===== src/rtl/fetch_pkg.sv =====
// fetch_pkg: shared state encoding and default widths for the fetch stage
package fetch_pkg;
    typedef enum logic [1:0] {S_BOOT = 2'd0, S_RUN = 2'd1, S_HALTED = 2'd2} fetch_state_t;
    localparam int DEFAULT_INSTRUCTION_WIDTH = 40;
    localparam int DEFAULT_PC_WIDTH = 5;
endpackage


===== src/rtl/fetch_pc_reg.sv =====
// fetch_pc_reg: program counter with load/increment/hold; wrap flags the last address
module fetch_pc_reg
    import fetch_pkg::*;
#(
    parameter int PC_WIDTH = DEFAULT_PC_WIDTH
) (
    input  logic                clk,
    input  logic                rst,
    input  logic                load,
    input  logic                inc,
    input  logic [PC_WIDTH-1:0] target,
    output logic [PC_WIDTH-1:0] pc,
    output logic                wrap
);
    assign wrap = &pc;
    always_ff @(posedge clk or posedge rst)
        if (rst) pc <= '0;
        else if (load) pc <= target;
        else if (inc) pc <= pc + 1'b1;
endmodule


===== src/rtl/fetch_unit.sv =====
// fetch_unit: pc ownership, instruction register and decode handshake.
// FETCH_WRAP_FAULT_EN turns the end-of-space wrap into a sticky fault that halts fetch.
module fetch_unit
    import fetch_pkg::*;
#(
    parameter int INSTRUCTION_WIDTH = DEFAULT_INSTRUCTION_WIDTH,
    parameter int PC_WIDTH = DEFAULT_PC_WIDTH
) (
    input  logic                         clk,
    input  logic                         rst,
    output logic [PC_WIDTH-1:0]          pc,
    input  logic [INSTRUCTION_WIDTH-1:0] instr_in,
    output logic [INSTRUCTION_WIDTH-1:0] ir,
    output logic [PC_WIDTH-1:0]          ir_pc,
    output logic                         ir_valid,
    input  logic                         ir_ready,
    input  logic                         jump,
    input  logic [PC_WIDTH-1:0]          jump_target,
    input  logic                         halt,
    output logic                         halted,
    output logic                         fault
);
`ifdef FETCH_WRAP_FAULT_EN
    localparam bit WRAP_FAULT = 1'b1;
`else
    localparam bit WRAP_FAULT = 1'b0;
`endif
    fetch_state_t state;
    logic run, fetch, load, trap, wrap;
    assign run = state == S_RUN && !halt;
    assign fetch = run && !jump && (!ir_valid || ir_ready);
    assign load = run && jump;
    assign trap = WRAP_FAULT && fetch && wrap;
    assign halted = state == S_HALTED;
    fetch_pc_reg #(.PC_WIDTH(PC_WIDTH)) u_pc (
        .clk(clk),
        .rst(rst),
        .load(load),
        .inc(fetch && !trap),
        .target(jump_target),
        .pc(pc),
        .wrap(wrap)
    );
    always_ff @(posedge clk or posedge rst)
        if (rst) begin
            state <= S_BOOT;
            ir <= '0;
            ir_pc <= '0;
            ir_valid <= 1'b0;
        end else if (state == S_BOOT) begin
            state <= halt ? S_HALTED : S_RUN;
        end else if (state == S_HALTED || halt) begin
            state <= S_HALTED;
            if (ir_ready) ir_valid <= 1'b0;
        end else if (jump) begin
            ir_valid <= 1'b0;
        end else if (fetch) begin
            ir <= instr_in;
            ir_pc <= pc;
            ir_valid <= 1'b1;
            if (trap) state <= S_HALTED;
        end
`ifdef FETCH_WRAP_FAULT_EN
    always_ff @(posedge clk or posedge rst)
        if (rst) fault <= 1'b0;
        else if (trap) fault <= 1'b1;
`else
    assign fault = 1'b0;
`endif
endmodule


===== config.mk =====
export PLATFORM = sky130hd
export DESIGN_NAME = fetch_unit
export DESIGN_NICKNAME = d
export VERILOG_FILES = /design/src/rtl/fetch_pkg.sv /design/src/rtl/fetch_pc_reg.sv /design/src/rtl/fetch_unit.sv
export SDC_FILE = /design/constraint.sdc
export NUM_CORES = 1
export LEC_CHECK = 0
export ABC_AREA = 1
export BUFFER_PORTS_ARGS = -buffer_cell sky130_fd_sc_hd__buf_4
export CORE_MARGIN = 5
export CORE_UTILIZATION = 52
export CTS_BUF_LIST = sky130_fd_sc_hd__clkbuf_8
export CTS_CLUSTER_SIZE = 14
export DETAILED_ROUTE_END_ITERATION = 12
export PLACE_DENSITY = 0.88
export SLEW_MARGIN = 15
export SYNTH_ARGS = -nofsm -noshare
export SYNTH_HDL_FRONTEND = slang
export SYNTH_HIERARCHICAL = 1
export SYNTH_SLANG_ARGS = --single-unit

===== constraint.sdc =====
create_clock -name clk -period 2.9 [get_ports clk]
set_input_delay 0.145 -clock clk [delete_from_list [all_inputs] [get_ports clk]]
set_output_delay 0.145 -clock clk [all_outputs]
set_load 0.02 [all_outputs]

==> results.ini, run 1 <==
[synth]
postSynthCellCount=258
synth_edf_count=0
synth_top_flop_cell=dfrtp_1
netlist_top_cells_area=dfrtp_1 (60%), nand2_1 (27%), buf_6 (2.5%), inv_1 (1.7%), buf_2 (1.1%)
synth_top_area_share=0.6002
synth_cell_types=20
synthArstFlopShare=1.000
yosys-top-cells-count=nand2_1 (156), dfrtp_1 (53), inv_1 (10)
postSynthAreaPerCell_um2=8.564
yosysMostFrequentCell=nand2_1
syn-num-nets=310
yosys.area.top_type=dfrtp_1
synth_area_um2=2210
yosysWarnings=6
synth.ff_latch_count=53
ys_seq_area_frac=0.6002

[floorplan]
num_rows=23
io_pins=103
die_w_um=75.19
dieArea_um2=5653
initial_utilization=0.5446
coreArea_um2=4058
die_h_um=75.19

[drt]
ant_nets=0
vias_per_cell=4.824
drt_iter0_drc=113
via_count=1968
drc=0
drt_wl_total_um=5351
wl_per_cell_um=13.12
dr.pass1.iters=4

[setup_path]
crit_required_ps=3140
cp-end-kind=flop
cp_max_fo=26
critical_path_arrival_ps=2150
worstSetupPathType=flop to flop
start_kind=flop

[final_layout]
fin_nets=409
area_growth_pct=37.66
layout-drive-gt1-share=0.3268
multi_input_area_um2=745.7
insertedDiodeCount=0
fin_area_um2=3042
nFillCells=334
regArea_um2=1326
final_cells=408

[placement]
gp_congestion=0.8418
dp_hpwl_um=3965
io_buffers=101
dpl.cell_count=399
placed_area_um2=2949

[cts]
clockRootBuffer=clkbuf_8
cts_inserted_buffers=5
cts_tree=done
clk_pin_slew_ps=90
cts_sinks=53
htree_levels=2
clk_latency_ps=310
cts_buffer_depth=2
cts_resized=0

[global_routing]
grt-ovfl-total=0
grt_max_degree=49
grt_pass1_vias=1879
gr-usage-all-layers=0.1933
antenna_found_initial=0
grt_pass1_wl_um=8211

[power]
peakVddDrop_mv=0.2603
p_leak_nw=1.840
powerDensity_nw_per_um2=395.5

[job]
cap_violations=0

[hold_path]
hp-class=primary input to flop

[timing]
fin_skew_ps=8.140
post-route-period-util=0.6597
worst_pin_slew_ps=952.2
hold_viol=0
report.final.slew_viol_count=0
setup_tns_ps=0
rsz0062_at_grt=false
maxSlewHeadroom=0.3643
fmax_ghz=0.5227
post-route-min-period_ps=1913
setup_viol=0

[run_status]
status=completed

state kept, by name, summed over array words and instances, names as in the netlist:
register and flops:
ir_valid 1, state 2, ir 40, ir_pc 5, u_pc/pc 5
worst max-delay path, cell delays in order (launching register included):
cell and delay [ps]:
dfrtp_1 400, inv_2 80, nand3_2 110, nor2_4 470, buf_4 370, inv_1 120, nor2_4 120, inv_1 50
o21ai_1 120
through the flow:
step	setup WS (ps)	power, mW	hold WS (ps)	util
final	987.0	1.203	32.77	0.7496
after global routing	807.0	1.244	35.25	0.7496
after CTS	971.4	1.213	29.40	0.7496
after detailed placement	994.3	0.8239	73.81	0.7268
after global placement	1063	0.8237	74.04	0.7268
after floorplan	1568	0.7693	-76.48	-
area by class of cell:
cell class,count,share of cell area
Inverter,13,0.01604
Multi-Input combinational cell,181,0.2452
Tap cell,50,0.02057
Timing Repair Buffer,103,0.2550
Clock inverter,3,0.004525
Sequential cell,53,0.4360
Clock buffer,5,0.02262
report_power, final:
group	total, mW	switching (mW)	internal, mW	leakage [nW]
Sequential	0.738	0	0.738	0.736
Combinational	0.0707	0.0276	0.0431	1.06
Clock	0.394	0.230	0.164	0.0491
layer usage:
metal  vias to the layer above  wire, um  GRT usage
li1                        970         -          -
met1                       902      2003     0.2204
met2                        89      2618     0.3395
met3                         7       663    0.06409
met4                         0        66    0.06796
met5                         -         0          0
repair_timing:
action                                  4_1_cts  5_1_grt
hold endpoints to repair                      5        0
hold buffers                                  1        0
endpoints found under the setup margin        0        0
setup buffers                                 0        0
layout by cell type (no fill, tap or decap):
cell type      count
clkinv_2           2
nand4_1            1
nand3_2            1
inv_2              4
nor2_2             1
dlygate4sd3_1      1
dfrtp_1           53
buf_4            102
nor2_4             2
ha_1               2
o21ai_0            3
o21ai_1            1
conb_1             1
clkbuf_8           5
nand3_1            4
a21boi_1           1
a22oi_1            1
xnor2_1            1
nor2_1             6
inv_1             10
nand2_1          156
logic make-up after synthesis:
kind of cell    after synthesis  share of synthesized area
xor+xnor                      1                   0.003964
simple gates                171                     0.3046
fa+ha+maj                     2                    0.01132
other cells                   1                   0.001697
flops                        53                     0.6002
compound gates                6                    0.01585
buf+inv                      24                    0.06229
final timing paths:
path                              startpoint         end  slack (ps)  depth (start not counted)
worst max register to register      state[1]  u_pc/pc[2]         990                          8
worst min register to register        ir[37]      ir[37]         480                          2
worst min-delay path            instr_in[36]      ir[36]          30                          3
min in group asynchronous                rst  u_pc/pc[2]         310                          3
worst max-delay path                state[1]  u_pc/pc[2]         990                          8
max in group asynchronous                rst      ir[20]        1670                          3
Power figures use the tool's default switching activity.
==> run 2: changes to the inputs <==
ABC_AREA = 0   (was 1)
CORE_UTILIZATION = 44   (was 52)
PLACE_DENSITY = 0.78   (was 0.88)
clock period = 1.71 ns   (was 2.9 ns; I/O delays follow)
==> results.ini, run 2 <==
[timing]
report.final.slew_viol_count=0
setup_tns_ps=0
post-route-period-util=0.9416
setup_viol=0
worst_pin_slew_ps=579.2
maxSlewHeadroom=0.6138
fin_skew_ps=4.097
fin_ws_ps=99.89
fmax_ghz=0.6211
rsz0062_at_grt=false
hold_ws_ps=11.54
post-route-min-period_ps=1610
hold_viol=0

[final_layout]
largest_register_ffs=40
nFillCells=379
layout_commonest_cell=buf_4
layout_common_cells=buf_4 (108), dfrtp_1 (53), mux2_4 (39)
largest-register=ir
fin_nets=313
fin_util=0.6541
area_growth_pct=43.94
layout-drive-gt1-share=0.6412
final_cells=332
regArea_um2=1326
reg.largest.list=ir x40, ir_pc x5, u_pc/pc x5
insertedDiodeCount=0
multi_input_area_um2=870.8
fin_area_um2=3341

[global_routing]
grt_pass1_vias=1515
antenna_found_initial=0
grt_max_degree=49
grt_pass1_wl_um=7438
gr-usage-all-layers=0.1460
grt-ovfl-total=0

[cts]
cts_buffer_depth=2
cts_inserted_buffers=5
clk_latency_ps=300
cts_sinks=53
cts_tree=done
htree_levels=2
clockRootBuffer=clkbuf_8
clk_pin_slew_ps=90

[setup_path]
crit_required_ps=1900
cpMaxStageDelayCell=dfrtp_1
cp_slowest_stage_delay_ps=410
start_kind=flop
cp_top_family=flip-flops
cp.depth=4
critical_path_arrival_ps=1800
cp-end-kind=flop
cp_max_fo=13
ff2ff_path_depth=4
crit_buf_inv=1
path_cells=or2_4 -> a211o_4 -> buf_4 -> mux2_4
r2r_setup_slack_ps=100
worstSetupPathType=flop to flop

[synth]
synth_top_flop_cell=dfrtp_1
synth_cell_types=26
yosysWarnings=6
synth_edf_count=0
netlist_top_cells_area=dfrtp_1 (57%), mux2_4 (25%), buf_12 (3.5%), mux2_2 (3.4%), ha_1 (1.1%)
yosysMostFrequentCell=dfrtp_1
yosys-top-cells-count=dfrtp_1 (53), mux2_4 (39), mux2_2 (7)
synth.ff_latch_count=53
postSynthAreaPerCell_um2=16.34
yosys.area.top_type=dfrtp_1
ys_seq_area_frac=0.5714
synth_top_area_share=0.5714
synth_area_um2=2321
synthArstFlopShare=1.000
syn-num-nets=194
postSynthCellCount=142

[power]
powerDensity_nw_per_um2=677.4
peakVddDrop_mv=0.3114
switching_share=0.2238
p_comb_frac=0.113
p_int_mw=1.756
p_total_mw=2.263
clock_power_share=0.316
netSwitchingPower_mw=0.5065
p_leak_nw=1.905
p_seq_frac=0.571

[drt]
wl_per_cell_um=15.92
vias_per_cell=4.630
ant_nets=0
dr.pass1.iters=4
via_count=1537
drt_iter0_drc=31
drt_wl_total_um=5287
drc=0

[placement]
dp_hpwl_um=3902
gp_congestion=0.7259
post-place-ws_ps=77.57
io_buffers=101
dpl.cell_count=313
placed_area_um2=3127

[floorplan]
num_rows=26
coreArea_um2=5107
die_w_um=82.63
die_h_um=82.63
initial_utilization=0.4544
dieArea_um2=6828
io_pins=103

[job]
cap_violations=0

[run_status]
status=completed

[hold_path]
hp-class=primary input to flop
worstHoldPathCells=2

## run 2: cell types whose count changed in the layout (fill, tap and decap cells not counted), moves of 2 or more
cell	change
inv_2	-2
mux2_2	+7
nand3_1	-4
mux2i_1	+2
buf_4	+6
a21oi_1	+2
nor2_1	-4
nand2_1	-150
o21ai_0	-2
mux2_4	+39
inv_1	-7
o21ai_1	+2
dlygate4sd3_1	+10
nor2_4	-2
## run 2: power groups by stage
stage          Combinational, mW  Clock, mW  Sequential [mW]
2_1_floorplan             0.0593          0             1.35
3_3_place_gp               0.233          0             1.32
3_5_place_dp               0.236          0             1.32
4_1_cts                    0.247      0.744             1.29
5_1_grt                    0.276      0.793             1.30
6_report                   0.255      0.716             1.29
## run 2: worst paths after layout
kind	start	to
setup reg to reg	state[1]	ir[10]
hold / removal	instr_in[23]	ir[23]
max in group asynchronous	rst	ir[1]
hold reg to reg	ir[26]	ir[26]
setup / recovery	state[1]	ir[10]
min in group asynchronous	rst	u_pc/pc[0]
## run 2: layer usage
metal / GRT usage / vias to the layer above / share of wire
met1: 0.1793 / 748 / 0.41
met3: 0.03037 / 6 / 0.088
li1: - / 718 / -
met5: 0 / - / 0
met2: 0.2524 / 65 / 0.50
met4: 0.05392 / 0 / 0.0076
## run 2: layout make-up
| type | count | area share |
|---|---|---|
| flip-flops and latches | 53 | 0.3970 |
| inverters | 5 | 0.005618 |
| multi-input cells | 76 | 0.2607 |
| clock inverters | 2 | 0.004120 |
| repair buffers | 120 | 0.2816 |
| well taps | 70 | 0.02622 |
| clock buffers | 6 | 0.02472 |
## run 2: kinds of logic after synthesis
logic type,Yosys count,share of synthesized area
multiplexers,48,0.2949
AO/OA/AOI/OAI,9,0.02264
XOR/XNOR,3,0.01132
buffers and inverters,13,0.05714
other,1,0.001616
adder cells (fa/ha/maj),2,0.01078
AND/OR/NAND/NOR,13,0.03019
flip-flops,53,0.5714
## run 2: repair_timing
action,in CTS,in global routing
setup buffers,0,0
setup endpoints to repair,0,1
endpoints found under the hold margin,58,6
hold buffers,5,6
resized for setup,0,1
==> run 3: changes to the inputs <==
--- a/config.mk
+++ b/config.mk
@@ -9,5 +9,6 @@
 export BUFFER_PORTS_ARGS = -buffer_cell sky130_fd_sc_hd__buf_4
-export CORE_MARGIN = 5
+export CORE_MARGIN = 2
 export CORE_UTILIZATION = 44
 export CTS_BUF_LIST = sky130_fd_sc_hd__clkbuf_8
+export CTS_CLUSTER_DIAMETER = 60
 export CTS_CLUSTER_SIZE = 14
==> constraint.sdc (replaced) <==
create_clock -name clk -period 1.71 [get_ports clk]
set_input_delay 0.171 -clock clk [delete_from_list [all_inputs] [get_ports clk]]
set_output_delay 0.171 -clock clk [all_outputs]
set_load 0.02 [all_outputs]
==> results.ini, run 3 (same netlist as run 2, synthesis figures left out) <==
[drt]
vias_per_cell=4.705
ant_nets=0
wl_per_cell_um=15.27
dr.pass1.iters=4
drt_iter0_drc=90
via_count=1515
drc=0
drt_wl_total_um=4917

[floorplan]
dieArea_um2=5872
coreArea_um2=5107
io_pins=103
num_rows=26
die_w_um=76.63
initial_utilization=0.4544
die_h_um=76.63

[setup_path]
start_kind=flop
worstSetupPathType=flop to flop
cp-startpoint=state[1]
cp-end-kind=flop
crit_required_ps=1900
critical_path_arrival_ps=1820
cp_slowest_stage_delay_ps=410
cpMaxStageDelayCell=dfrtp_1
r2r-start=state[1]
cp_max_fo=4
path_cells=or2_4 -> a211o_4 -> inv_2 -> nand4_2 -> xnor2_1 -> mux2_2

[final_layout]
largest_register_ffs=40
fin_area_um2=3256
area_growth_pct=40.27
reg.largest.list=ir x40, ir_pc x5, u_pc/pc x5
largest-register=ir
layout_common_cells=buf_4 (109), dfrtp_1 (53), mux2_4 (39)
layout_commonest_cell=buf_4
fin_util=0.6374
fin_nets=304
insertedDiodeCount=0
layout-drive-gt1-share=0.6667

[power]
p_leak_nw=1.871
p_total_mw=2.338
powerDensity_nw_per_um2=718.2
peakVddDrop_mv=0.3637

[global_routing]
gr-usage-all-layers=0.1708
grt_max_degree=32
grt_pass1_vias=1551
grt_pass1_wl_um=7914
grt-ovfl-total=0
antenna_found_initial=0

[timing]
fmax_ghz=0.6120
post-route-period-util=0.9556
report.final.slew_viol_count=0
rsz0062_at_grt=false
post-route-min-period_ps=1634
fin_skew_ps=5.476
fin_ws_ps=75.88
setup_viol=0
hold_viol=0

[cts]
clockRootBuffer=clkbuf_8
cts_sinks=53
clk_latency_ps=300
cts_tree=done
cts_buffer_depth=2
clk_pin_slew_ps=90
htree_levels=2
cts_inserted_buffers=5

[hold_path]
hp-class=primary input to flop
hp-start=halt

[job]
cap_violations=0

[run_status]
status=completed

[placement]
dp_hpwl_um=3658
post-place-ws_ps=71.70
placed_area_um2=3127
io_buffers=101
gp_congestion=0.7682

[run 3: cell types whose count changed in the layout (fill, tap and decap cells not counted)]
| cell | before | now |
|---|---|---|
| clkbuf_8 | 6 | 5 |
| dlygate4sd3_1 | 11 | 1 |
| bufinv_16 | 0 | 1 |
| clkinv_4 | 1 | 0 |
| buf_4 | 108 | 109 |
[run 3: area by class of cell]
cell class	count	area [um^2]
clock buffers	5	68.82
clock inverters	2	35.03
fillers	394	1852
inverters	5	18.77
multi-input cells	76	870.8
flip-flops and latches	53	1326
well taps	70	87.58
repair buffers	111	848.3
[run 3: critical path, delay by kind of cell (launching register included)]
kind	cells	cell delay, ps
buffers and inverters	1	70
muxes	1	260
and+or+nand+nor	2	350
xor gates and xnor gates	1	130
AOI/OAI and AO/OA	1	290
DFF	1	410
[run 3: per-stage QoR]
stage	instances	setup TNS, ps	hold WS (ps)
floorplan	142	-194.2	-50.48
global placement	313	0	100.9
detailed placement	313	0	101.5
CTS	321	0	50.55
global route	322	0	58.28
finish	322	0	52.88
[run 3: final timing paths]
path                              endpoint  slack [ps]  cells past startpoint
worst min register to register      ir[26]         510                      1
worst max register to register  u_pc/pc[3]          80                      6
max in group asynchronous            ir[9]         710                      4
worst max-delay path            u_pc/pc[3]          80                      6
min in group asynchronous       u_pc/pc[2]         330                      3
worst min-delay path              state[0]          50                      2
[run 3: what timing repair did]
action                                 in CTS  in global routing
endpoints found under the hold margin      25                  0
setup endpoints to repair                   0                  1
resized for setup                           0                  1
setup buffers                               0                  1
hold buffers                                1                  0
[run 3: routing by layer]
layer / GRT usage / up-vias / share of wire
li1: - / 704 / -
met1: 0.2338 / 745 / 0.46
met2: 0.2735 / 61 / 0.47
met3: 0.03910 / 5 / 0.055
met4: 0.04909 / 0 / 0.012
met5: 0 / - / 0
[run 3: where the power goes]
group / internal, mW / total, mW / switching [mW]
Sequential: 1.28 / 1.29 / 0.0157
Clock: 0.426 / 0.808 / 0.382
Combinational: 0.138 / 0.238 / 0.100
